[src/rtl/uart_tx_param.sv]
// uart_tx_param
//
// UART transmitter with a built-in transmit FIFO and baud-rate divider.
// Bytes pushed through wr_en/wr_data are queued and serialised LSB-first
// on txd as: start bit, 5..8 data bits, optional parity bit, 1 or 2 stop
// bits. Each bit lasts baud_div+1 clock cycles. The frame format and the
// divisor are sampled when a byte leaves the FIFO, so they can be changed
// at any time without corrupting the frame on the wire.
//
// Ports
//   clk         system clock
//   rstb        asynchronous active-low reset
//   wr_en       push wr_data into the FIFO this cycle
//   wr_data     byte to transmit
//   baud_div    bit period minus one, in clk cycles
//   data_len    00=5, 01=6, 10=7, 11=8 data bits
//   parity_en   append a parity bit
//   parity_odd  1=odd parity, 0=even parity
//   stop2       1=two stop bits, 0=one stop bit
//   break_en    hold the line low while idle and hold off new frames
//   txd         registered serial output, idles high
//   busy        a frame is on the wire
//   tx_done     one-cycle pulse in the last cycle of the final stop bit
//   full        FIFO full
//   empty       FIFO empty
//   level       FIFO occupancy
//   ovf         one-cycle pulse after a write was dropped because of full

module uart_tx_param #(
  parameter int DEPTH = 16,
  parameter int DIVW  = 16
) (
  input  logic                     clk,
  input  logic                     rstb,
  input  logic                     wr_en,
  input  logic [7:0]               wr_data,
  input  logic [DIVW-1:0]          baud_div,
  input  logic [1:0]               data_len,
  input  logic                     parity_en,
  input  logic                     parity_odd,
  input  logic                     stop2,
  input  logic                     break_en,
  output logic                     txd,
  output logic                     busy,
  output logic                     tx_done,
  output logic                     full,
  output logic                     empty,
  output logic [$clog2(DEPTH):0]   level,
  output logic                     ovf
);

  localparam int AW = $clog2(DEPTH);
  localparam logic [AW:0] FULL_CNT = (AW+1)'(DEPTH);

  typedef enum logic [2:0] {
    IDLE,
    START,
    DATA,
    PARITY,
    STOP
  } state_t;

  // Parity over the active data bits only; bits above the frame length
  // are masked off before the reduction.
  function automatic logic calc_parity(input logic [7:0] d,
                                       input logic [1:0] len,
                                       input logic       odd);
    logic [7:0] mask;
    mask = 8'hFF >> (3'd3 - {1'b0, len});
    return (^(d & mask)) ^ odd;
  endfunction

  // ---------------------------------------------------------------------
  // Transmit FIFO
  // ---------------------------------------------------------------------
  logic [7:0]    mem [DEPTH];
  logic [AW-1:0] wr_ptr;
  logic [AW-1:0] rd_ptr;
  logic [AW:0]   count;
  logic          push;
  logic          pop;

  // A write while full is dropped even if a pop frees a slot this cycle.
  assign push  = wr_en && !full;
  assign full  = (count == FULL_CNT);
  assign empty = (count == '0);
  assign level = count;

  always_ff @(posedge clk) begin
    if (push) begin
      mem[wr_ptr] <= wr_data;
    end
  end

  always_ff @(posedge clk or negedge rstb) begin
    if (!rstb) begin
      wr_ptr <= '0;
      rd_ptr <= '0;
      count  <= '0;
      ovf    <= 1'b0;
    end else begin
      ovf <= wr_en && full;
      if (push) begin
        wr_ptr <= wr_ptr + 1'b1;
      end
      if (pop) begin
        rd_ptr <= rd_ptr + 1'b1;
      end
      case ({push, pop})
        2'b10:   count <= count + 1'b1;
        2'b01:   count <= count - 1'b1;
        default: count <= count;
      endcase
    end
  end

  // ---------------------------------------------------------------------
  // Frame registers, loaded at pop time
  // ---------------------------------------------------------------------
  logic [7:0]      data_f;
  logic [DIVW-1:0] div_f;
  logic [1:0]      len_f;
  logic            pe_f;
  logic            po_f;
  logic            s2_f;

  always_ff @(posedge clk) begin
    if (pop) begin
      data_f <= mem[rd_ptr];
      div_f  <= baud_div;
      len_f  <= data_len;
      pe_f   <= parity_en;
      po_f   <= parity_odd;
      s2_f   <= stop2;
    end
  end

  // ---------------------------------------------------------------------
  // Serialiser FSM
  // ---------------------------------------------------------------------
  state_t          state_q;
  state_t          state_d;
  logic [DIVW-1:0] timer_q;
  logic [DIVW-1:0] timer_d;
  logic [2:0]      bit_q;
  logic [2:0]      bit_d;
  logic            stop_q;
  logic            stop_d;
  logic            txd_d;
  logic            done;
  logic            bit_end;
  logic [2:0]      last_bit;

  assign bit_end  = (timer_q == div_f);
  // Index of the final data bit: data_len + 4 (5..8 bits).
  assign last_bit = {1'b1, len_f};

  always_ff @(posedge clk or negedge rstb) begin
    if (!rstb) begin
      state_q <= IDLE;
      timer_q <= '0;
      bit_q   <= '0;
      stop_q  <= 1'b0;
      txd     <= 1'b1;
    end else begin
      state_q <= state_d;
      timer_q <= timer_d;
      bit_q   <= bit_d;
      stop_q  <= stop_d;
      txd     <= txd_d;
    end
  end

  always_comb begin
    state_d = state_q;
    timer_d = timer_q;
    bit_d   = bit_q;
    stop_d  = stop_q;
    pop     = 1'b0;
    done    = 1'b0;

    case (state_q)
      IDLE: begin
        if (!empty && !break_en) begin
          pop     = 1'b1;
          state_d = START;
          timer_d = '0;
        end
      end

      START: begin
        if (bit_end) begin
          state_d = DATA;
          timer_d = '0;
          bit_d   = '0;
        end else begin
          timer_d = timer_q + 1'b1;
        end
      end

      DATA: begin
        if (bit_end) begin
          timer_d = '0;
          if (bit_q == last_bit) begin
            stop_d  = 1'b0;
            state_d = pe_f ? PARITY : STOP;
          end else begin
            bit_d = bit_q + 1'b1;
          end
        end else begin
          timer_d = timer_q + 1'b1;
        end
      end

      PARITY: begin
        if (bit_end) begin
          timer_d = '0;
          stop_d  = 1'b0;
          state_d = STOP;
        end else begin
          timer_d = timer_q + 1'b1;
        end
      end

      STOP: begin
        if (bit_end) begin
          timer_d = '0;
          if (s2_f && !stop_q) begin
            stop_d = 1'b1;
          end else begin
            done = 1'b1;
            // Chain straight into the next start bit when data is waiting.
            if (!empty && !break_en) begin
              pop     = 1'b1;
              state_d = START;
            end else begin
              state_d = IDLE;
            end
          end
        end else begin
          timer_d = timer_q + 1'b1;
        end
      end

      default: begin
        state_d = IDLE;
        timer_d = '0;
      end
    endcase
  end

  // txd is registered, so its next value follows the next state. On entry
  // to START the frame registers are still being loaded, but START drives
  // a constant so that does not matter.
  always_comb begin
    txd_d = 1'b1;
    case (state_d)
      IDLE:    txd_d = ~break_en;
      START:   txd_d = 1'b0;
      DATA:    txd_d = data_f[bit_d];
      PARITY:  txd_d = calc_parity(data_f, len_f, po_f);
      STOP:    txd_d = 1'b1;
      default: txd_d = 1'b1;
    endcase
  end

  assign busy    = (state_q != IDLE);
  assign tx_done = done;

endmodule
[config.mk]
export PLATFORM = sky130hd
export DESIGN_NAME = uart_tx_param
export DESIGN_NICKNAME = d
export VERILOG_FILES = /design/src/rtl/uart_tx_param.sv
export SDC_FILE = /design/constraint.sdc
export NUM_CORES = 1
export LEC_CHECK = 0
export ABC_AREA = 1
export BUFFER_PORTS_ARGS = -buffer_cell sky130_fd_sc_hd__buf_2
export CORE_UTILIZATION = 30
export CTS_BUF_LIST = sky130_fd_sc_hd__clkbuf_2 sky130_fd_sc_hd__clkbuf_4 sky130_fd_sc_hd__clkbuf_8
export CTS_CLUSTER_SIZE = 8
export DETAILED_ROUTE_END_ITERATION = 7
export SLEW_MARGIN = 20
export SYNTH_ARGS = -nofsm -noshare
export SYNTH_HDL_FRONTEND = slang
export SYNTH_SLANG_ARGS = --single-unit
[constraint.sdc]
create_clock -name clk -period 3.5 [get_ports clk]
set_input_delay 0.35 -clock clk [delete_from_list [all_inputs] [get_ports clk]]
set_output_delay 0.35 -clock clk [all_outputs]
set_load 0.01 [all_outputs]
# Yosys cells after proc, flatten, opt, wreduce, memory -nomap -nowiden
# Memories as Yosys holds them, arrays and structs flattened. A register that Yosys moved wholly into a read port is not among the register bits.
# Index checks and enable logic that the tools add are counted.
[totals]
reg_bits = 59
wordCells = 98
mem_bits_rw = 128
memories = 1
[memory_table]
columns = ["name", "depth", "width", "read_ports", "rd_ports_with_merged_regs", "write_ports", "line_no", "rtl"]
rows = [
  ["mem", 16, 8, 1, 1, 1, "76", "logic [7:0] mem [DEPTH];"],
]
[classes]
add_sub_neg = 7
eq_ne = 18
n_bitwise = 3
muxes = 36
n_reduce_logical = 17
shifts = 1
order_cmp = 1
[ops]
columns = ["op", "count"]
rows = [
  ["$mux 3", 11],
  ["$mux 16", 2],
  ["$pmux 16 s2", 1],
  ["$add 16x1->16 const B", 1],
  ["$eq 16x16->1", 1],
  ["$mux 1", 15],
  ["$pmux 3 s5", 1],
  ["$eq 3x2->1 const B", 4],
  ["$ne 2x2->1 const B", 6],
  ["$pmux 5 s2", 1],
  ["$add 4x1->4 const B", 2],
  ["$and 8x8->8", 1],
  ["$reduce_xor 8->1", 1],
  ["$shr 8x3->8 const A", 1],
  ["$eq 3x1->1 const B", 2],
  ["$logic_not 3->1", 2],
  ["$pmux 3 s2", 1],
  ["$reduce_and 6->1", 1],
  ["$reduce_bool 3->1", 2],
  ["$add 5x1->5 const B", 1],
  ["$eq 5x5->1 const B", 1],
  ["$logic_not 5->1", 1],
  ["$sub 5x1->5 const B", 1],
  ["$logic_and 1x1->1", 4],
  ["16 further kinds", 19],
]

# Logic depth before layout (Yosys ltp)
# Gate-level depths: netlist (run 1).
[logic_depth]
ltp_word = 9
mapped_depth = 21
ltp_nobuf = 21

# Worst setup path before layout (run 1)
# OpenSTA, ideal clock, no wires.
[synth_path]
kind = "reg2reg"
startpoint = "register timer_q[10]"
endpoint = "register count[4], in the netlist level[4]"
required_time_ps = 3421
stages_incl_launch_ff = 22
arrival_ps = 2906
synth_period_minus_slack_ps = 2985
slack_ps = 515
n_path_buf = 0
path_cell_list = "dfrtp_1 inv_2 nand2_1 nand2_1 nor2_1 nand2_1 nor2_2 nand2_2 o21ai_0 nand2_1 inv_2 ha_1 inv_1 fa_1 inv_1 a21oi_1 nor2_1 nor2_1 nand2_1 nand2_1 nor2_1 xor2_1"
[synth_via]
elab_chain_cells = 5
elab_cells_between_ends = 7
[synth_lines]
columns = ["element", "line_no", "rtl"]
rows = [
  ["from (decl)", "143", "logic [DIVW-1:0] timer_q;"],
  ["from (signal assigned)", "167", "timer_q <= timer_d;"],
  ["$eq 16x16->1 *", "154", "assign bit_end = (timer_q == div_f);"],
  ["$mux 1 *", "226", "if (bit_end) begin"],
  ["$pmux 1 s2 *", "182", "case (state_q)"],
  ["named net pop", "81", "logic pop;"],
  ["$eq 2x1->1 or $eq 2x2->1 (tied branches)", "109", "case ({push, pop})"],
  ["$pmux 5 s2 or $reduce_bool 2->1 (tied branches)", "-", ""],
  ["to (signal assigned)", "110", "2'b10: count <= count + 1'b1;"],
  ["to (signal assigned)", "111", "2'b01: count <= count - 1'b1;"],
  ["to (signal assigned)", "112", "default: count <= count;"],
  ["to (decl)", "79", "logic [AW:0] count;"],
]
# Mark *: on every way through the listed nets, which the timed path passes. The rest lies on a longest branch.
# A chain may end at the register's enable or synchronous reset.

# Final worst setup path (run 1)
# Ends and elaborated chain as after synthesis.

==> run summary, run 1 <==
outcome: finished clean
commonest cells in the synthesized netlist: edfxtp_1 (157), nor2_1 (126), nand2_1 (107), o21ai_0 (89), inv_1 (62)
static leakage: 3.59 nW
Worst setup SP type: flip-flop
final cell count without fillers: 1,216
largest family of logic cells by synthesized area: simple AND/OR/NAND/NOR gates
Horiz. Die Dim: 171 um
Final Max Slew Viols: 0
mux cell area share after synthesis: 0.00117
initial drt markers: 396
WP buf/inv: 4
synthesized-area fraction occupied by adder cells: 0.0184
clk_lat worst skew: 480 ps
top-count cell post-synth: edfxtp_1
WHS: 13.5 ps
Clock Tree Root: clkbuf_8
Worst-path clk slew: 100 ps
sequential element share of the synthesized area: 0.663
Yosys reg bits: 195
Crit Path Category: flip-flop to flip-flop
TritonCTS clock tree: yes
Core ar.: 27,900 um^2
simple-gate portion of the synthesized area: 0.144
top_reg_cell synth: edfxtp_1
Final TNS setup: 0 ps
dominant cells by area after synthesis: edfxtp_1 (55%), dfrtp_1 (11%), nor2_1 (5.5%)
vias in the first global route: 5,520
synth warn: 0
IO Port Bufs: 43
maximum vdd drop: 0.298 mV
Synth Cell Area: 8550 um^2
Post-Route WL: 18,700 um
slowest cell delay on critical path: 470 ps
worst slew pin tran: 956 ps
max-capacitance violation count: 0
share of cells above drive strength 1: 0.135
DRT Pass-1 Iters: 5
GPL Wtd Cong: 0.858
CP Data Arrival Time: 3320 ps
DP HPWL: 12,000 um
area grow syn2layout: 12.2%
Post-Syn Nets: 828
Die ar.: 29,200 um^2
Required @ worst endpoint: 3910 ps
DRC Markers: 0
die height: 171 um
antenna-violating nets left: 0
critical path fanouts, max: 7
Hold Crit Class: input pin to async pin
# diodes: 0
maximum clock frequency: 0.343 GHz
final count of negative-setup-slack endpoints: 0
DR vias/cell: 4.70
count of different cell masters after synthesis: 43
initial antenna violation count: 0
first-pass GRT wire length: 29,000 um
Setup Buffers After CTS: 0
CP endpoint kind: flip-flop
period utilization: 0.832
most frequent CP cell: nand2_1
Worst path slowest cell: dfrtp_1
Post-layout nets: 870
final core utilization: 0.343
Crit path max-delay family: simple AND/OR/NAND/NOR gates
total power: 4.78 mW
vias: 5,714
biggest area consumer among synthesized cells: edfxtp_1
Clock Sinks: 195
xor/xnor share of the synthesized area: 0.0174
Routed WL per cell: 15.4 um
cts bufs inserted: 17
Setup Skew: 9.80 ps
Post-CTS Resized: 0
Syn Inst Count: 783
fin crit period: 2910 ps
P per Cell Area: 498 nW/um^2
Starting Density: 0.306
final hold violation count: 0
largest net degree at the start of global routing: 67
FP Rows: 61
All-Layer GR Usage: 0.134
DP Cell Count: 1,184
Clock Path Buffers: 2
post-synth top area share: 0.552
RSZ-0062 raised after global routing: false
Async S/R FF share, synth: 0.195
complex-gate fraction of the synthesized area: 0.108
IO Count: 44
hold buffers post-CTS: 0
grt total ovfl: 0
synthesized area per cell: 10.9 um^2
CP Cell Sequence: inv_2 > nand2_1 > nand2_1 > nor2_1 > nand2_1 > nor2_2 > nand2_2 > o21ai_0 > nand2_1 > inv_2 > ha_1 > inv_1 > fa_1 > inv_1 > a21oi_1 > nor2_1 > nor2_1 > nand2_1 > nand2_1 > nor2_1 > xor2_1
Slew HR: 0.362
Post-synth EDFFs: 157
CTS H-tree depth: 4
layout make-up:
class / instances / area, um^2
Fill cell: 2798 / 18300
Sequential cell: 195 / 5670
Clock inverter: 15 / 193
Clock buffer: 17 / 234
Tap cell: 378 / 473
Multi-Input combinational cell: 484 / 2470
Inverter: 79 / 298
Timing Repair Buffer: 48 / 253
cell usage in the layout, fill, tap and decap left out, types with 3 or more instances in the layout:
cell / n
edfxtp_1: 157
nor2_1: 126
nand2_1: 107
o21ai_0: 89
inv_1: 62
buf_2: 43
o22ai_1: 37
dfrtp_1: 36
a21oi_1: 26
clkbuf_8: 17
inv_2: 15
nor3_1: 15
xor2_1: 12
nand3_1: 12
ha_1: 11
nand4_1: 8
xnor2_1: 5
clkinv_8: 5
buf_4: 5
o21ai_1: 4
a22oi_1: 4
inv_8: 4
nand2_2: 3
clkinv_2: 3
through the flow:
stage | instance area [um^2] | worst slack [ps]
finish | 9590 | 587
global route | 9590 | 182
CTS | 9590 | 544
detailed placement | 9160 | 584
global placement | 9160 | 664
floorplan | 8550 | 515
final timing paths:
path,startpoint,to,slack [ps],cells past startpoint
setup / recovery,timer_q[10],level[4],590,21
min in group clk,baud_div[2],div_f[2],40,1
setup reg to reg,timer_q[10],level[4],590,21
hold / removal,rstb,timer_q[4],10,1
hold reg to reg,stop_q,stop_q,520,2
max in group asynchronous,rstb,rd_ptr[0],2840,1
report_power, final:
| part | leakage (nW) | internal [mW] | switching (mW) |
|---|---|---|---|
| combinational | 1.50 | 0.135 | 0.336 |
| sequential | 1.87 | 2.71 | 0.0858 |
| clock | 0.216 | 0.612 | 0.898 |
per-layer routing:
metal,part of all wire,track usage,wire [um],up-vias
met5,0,0,0,-
met4,0.021,0.0509,396,0
met3,0.056,0.0345,1040,29
met2,0.48,0.224,8900,150
met1,0.45,0.167,8330,2729
li1,-,-,-,2806
state kept, by name, indices dropped and copies added, names as in the netlist, 3 cells and up:
register and count:
bit_q 3, data_f 8, div_f 16, level 5, mem 128, rd_ptr 4
state_q 3, timer_q 16, wr_ptr 4
cells by family after synthesis:
| family | after synthesis |
|---|---|
| XOR/XNOR | 17 |
| AO/OA/AOI/OAI | 168 |
| AND/OR/NAND/NOR | 286 |
| flip-flops | 195 |
| buffers and inverters | 104 |
| adder cells (fa/ha/maj) | 12 |
| multiplexers | 1 |
(Power assumes the default switching activity.)
==> run 2: changes to the inputs <==
==> constraint.sdc (replaced) <==
create_clock -name clk -period 3 [get_ports clk]
set_input_delay 0.3 -clock clk [delete_from_list [all_inputs] [get_ports clk]]
set_output_delay 0.3 -clock clk [all_outputs]
set_load 0.01 [all_outputs]
==> run summary, run 2 (synthesis gave the netlist of run 1 again) <==
outcome: finished clean
DP HPWL: 12,100 um
Slew HR: 0.355
Clock Path Buffers: 2
initial antenna violation count: 0
DR vias/cell: 4.62
max reg flops: 128
Internal: 4.06 mW
Top reg by flops: mem
Core ar.: 27,900 um^2
Clock Sinks: 195
period utilization: 0.907
Final TNS setup: 0 ps
final core utilization: 0.356
Design Area, Final: 9940 um^2
Required @ worst endpoint: 3390 ps
final hold violation count: 0
setup ws final: 279 ps
GPL Wtd Cong: 0.864
DP Cell Count: 1,203
share of cells above drive strength 1: 0.156
area grow syn2layout: 16.3%
final count of negative-setup-slack endpoints: 0
DRC Markers: 0
grt total ovfl: 0
maximum clock frequency: 0.367 GHz
clk_lat worst skew: 470 ps
IO Port Bufs: 43
vias: 5,810
worst slack, placed: 163 ps
# diodes: 0
DP Area: 9300 um^2
NetSw: 1.51 mW
initial drt markers: 450
static leakage: 3.76 nW
Fill cells: 2,811
CTS H-tree depth: 4
Hold Path Cell Cnt: 1
cts bufs inserted: 17
Reg power frac: 0.584
CP endpoint kind: flip-flop
area of the multi-input gates: 2480 um^2
Worst setup SP type: flip-flop
Hold Crit Class: input pin to flip-flop
Final Max Slew Viols: 0
vias in the first global route: 5,621
CP Data Arrival Time: 3110 ps
Die ar.: 29,200 um^2
Setup Skew: 17.2 ps
Routed WL per cell: 15.1 um
clock power share: 0.305
IO Count: 44
Starting Density: 0.306
switch share: 0.271
commonest non-fill, non-tap cell in the layout: edfxtp_1
worst slew pin tran: 967 ps
DRT Pass-1 Iters: 7
FP Rows: 61
Horiz. Die Dim: 171 um
Worst-path clk slew: 100 ps
critical path fanouts, max: 5
register area: 5670 um^2
die height: 171 um
most frequent cells in the layout: edfxtp_1 (157), nor2_1 (124), nand2_1 (107)
first-pass GRT wire length: 29,800 um
Clock Tree Root: clkbuf_8
P per Cell Area: 561 nW/um^2
Post-layout nets: 912
maximum vdd drop: 0.300 mV
Post-Route WL: 19,000 um
max-capacitance violation count: 0
TritonCTS clock tree: yes
largest registers: mem (128), div_f (16), timer_q (16)
Crit Path Category: flip-flop to flip-flop
fin crit period: 2720 ps
largest net degree at the start of global routing: 67
antenna-violating nets left: 0
All-Layer GR Usage: 0.137
combinational share of power: 0.110
Register-to-Register Path Depth: 20
final cell count without fillers: 1,257
[run 2: layer usage]
| layer | GRT usage | vias to the layer above | part of all wire |
|---|---|---|---|
| met3 | 0.0301 | 12 | 0.048 |
| met1 | 0.181 | 2779 | 0.46 |
| met4 | 0.0403 | 0 | 0.0090 |
| li1 | - | 2884 | - |
| met5 | 0 | - | 0 |
| met2 | 0.226 | 135 | 0.48 |
[run 2: worst paths after layout]
path	start	end	slack, ps
min	stop2	s2_f	50
min in group asynchronous	rstb	timer_q[4]	530
max reg2reg	timer_q[0]	level[4]	280
max	timer_q[0]	level[4]	280
max in group asynchronous	rstb	rd_ptr[0]	1800
min reg2reg	timer_q[0]	timer_q[0]	510
[run 2: what timing repair did]
action	in CTS	in global routing
gates resized for setup	0	6
hold endpoints to repair	34	1
hold buffers	20	1
buffers inserted	0	2
endpoints found under the setup margin	0	1
[run 2: cell type report]
class,instances,share of cell area
timing repair buffer,90,0.0625
clock buffer,17,0.0235
clock inverter,14,0.0164
multi-input combinational,484,0.249
inverter,79,0.0300
sequential,195,0.571
tap,378,0.0476
[run 2: through the flow]
stage / hold WS, ps / power [mW]
4_1_cts: 7.32 / 5.63
2_1_floorplan: 4.41 / 3.62
5_1_grt: 5.31 / 5.83
3_3_place_gp: 481 / 3.91
6_report: 45.3 / 5.58
3_5_place_dp: 478 / 3.92
[run 2: worst max-delay path, stage by stage (launching register included)]
cell     delay (ps)
dfrtp_2         450
nand2_1          80
nand2_1          50
nor2_1          130
nand2_1          80
nor2_2          140
nand2_2          70
o21ai_1         140
nand2_1         130
inv_2            80
ha_2            200
inv_1            80
fa_1            370
inv_1            90
a21oi_1          60
nor2_1           90
nor2_1           60
nand2_1          50
nand2_1          60
nor2_2           90
xor2_1          140
[run 2: power by group through the flow]
stage / Clock, mW / Sequential, mW / Combinational (mW)
2_1_floorplan: 0 / 3.31 / 0.315
4_1_cts: 1.75 / 3.26 / 0.626
3_5_place_dp: 0 / 3.32 / 0.606
3_3_place_gp: 0 / 3.32 / 0.593
5_1_grt: 1.85 / 3.28 / 0.698
6_report: 1.70 / 3.26 / 0.616
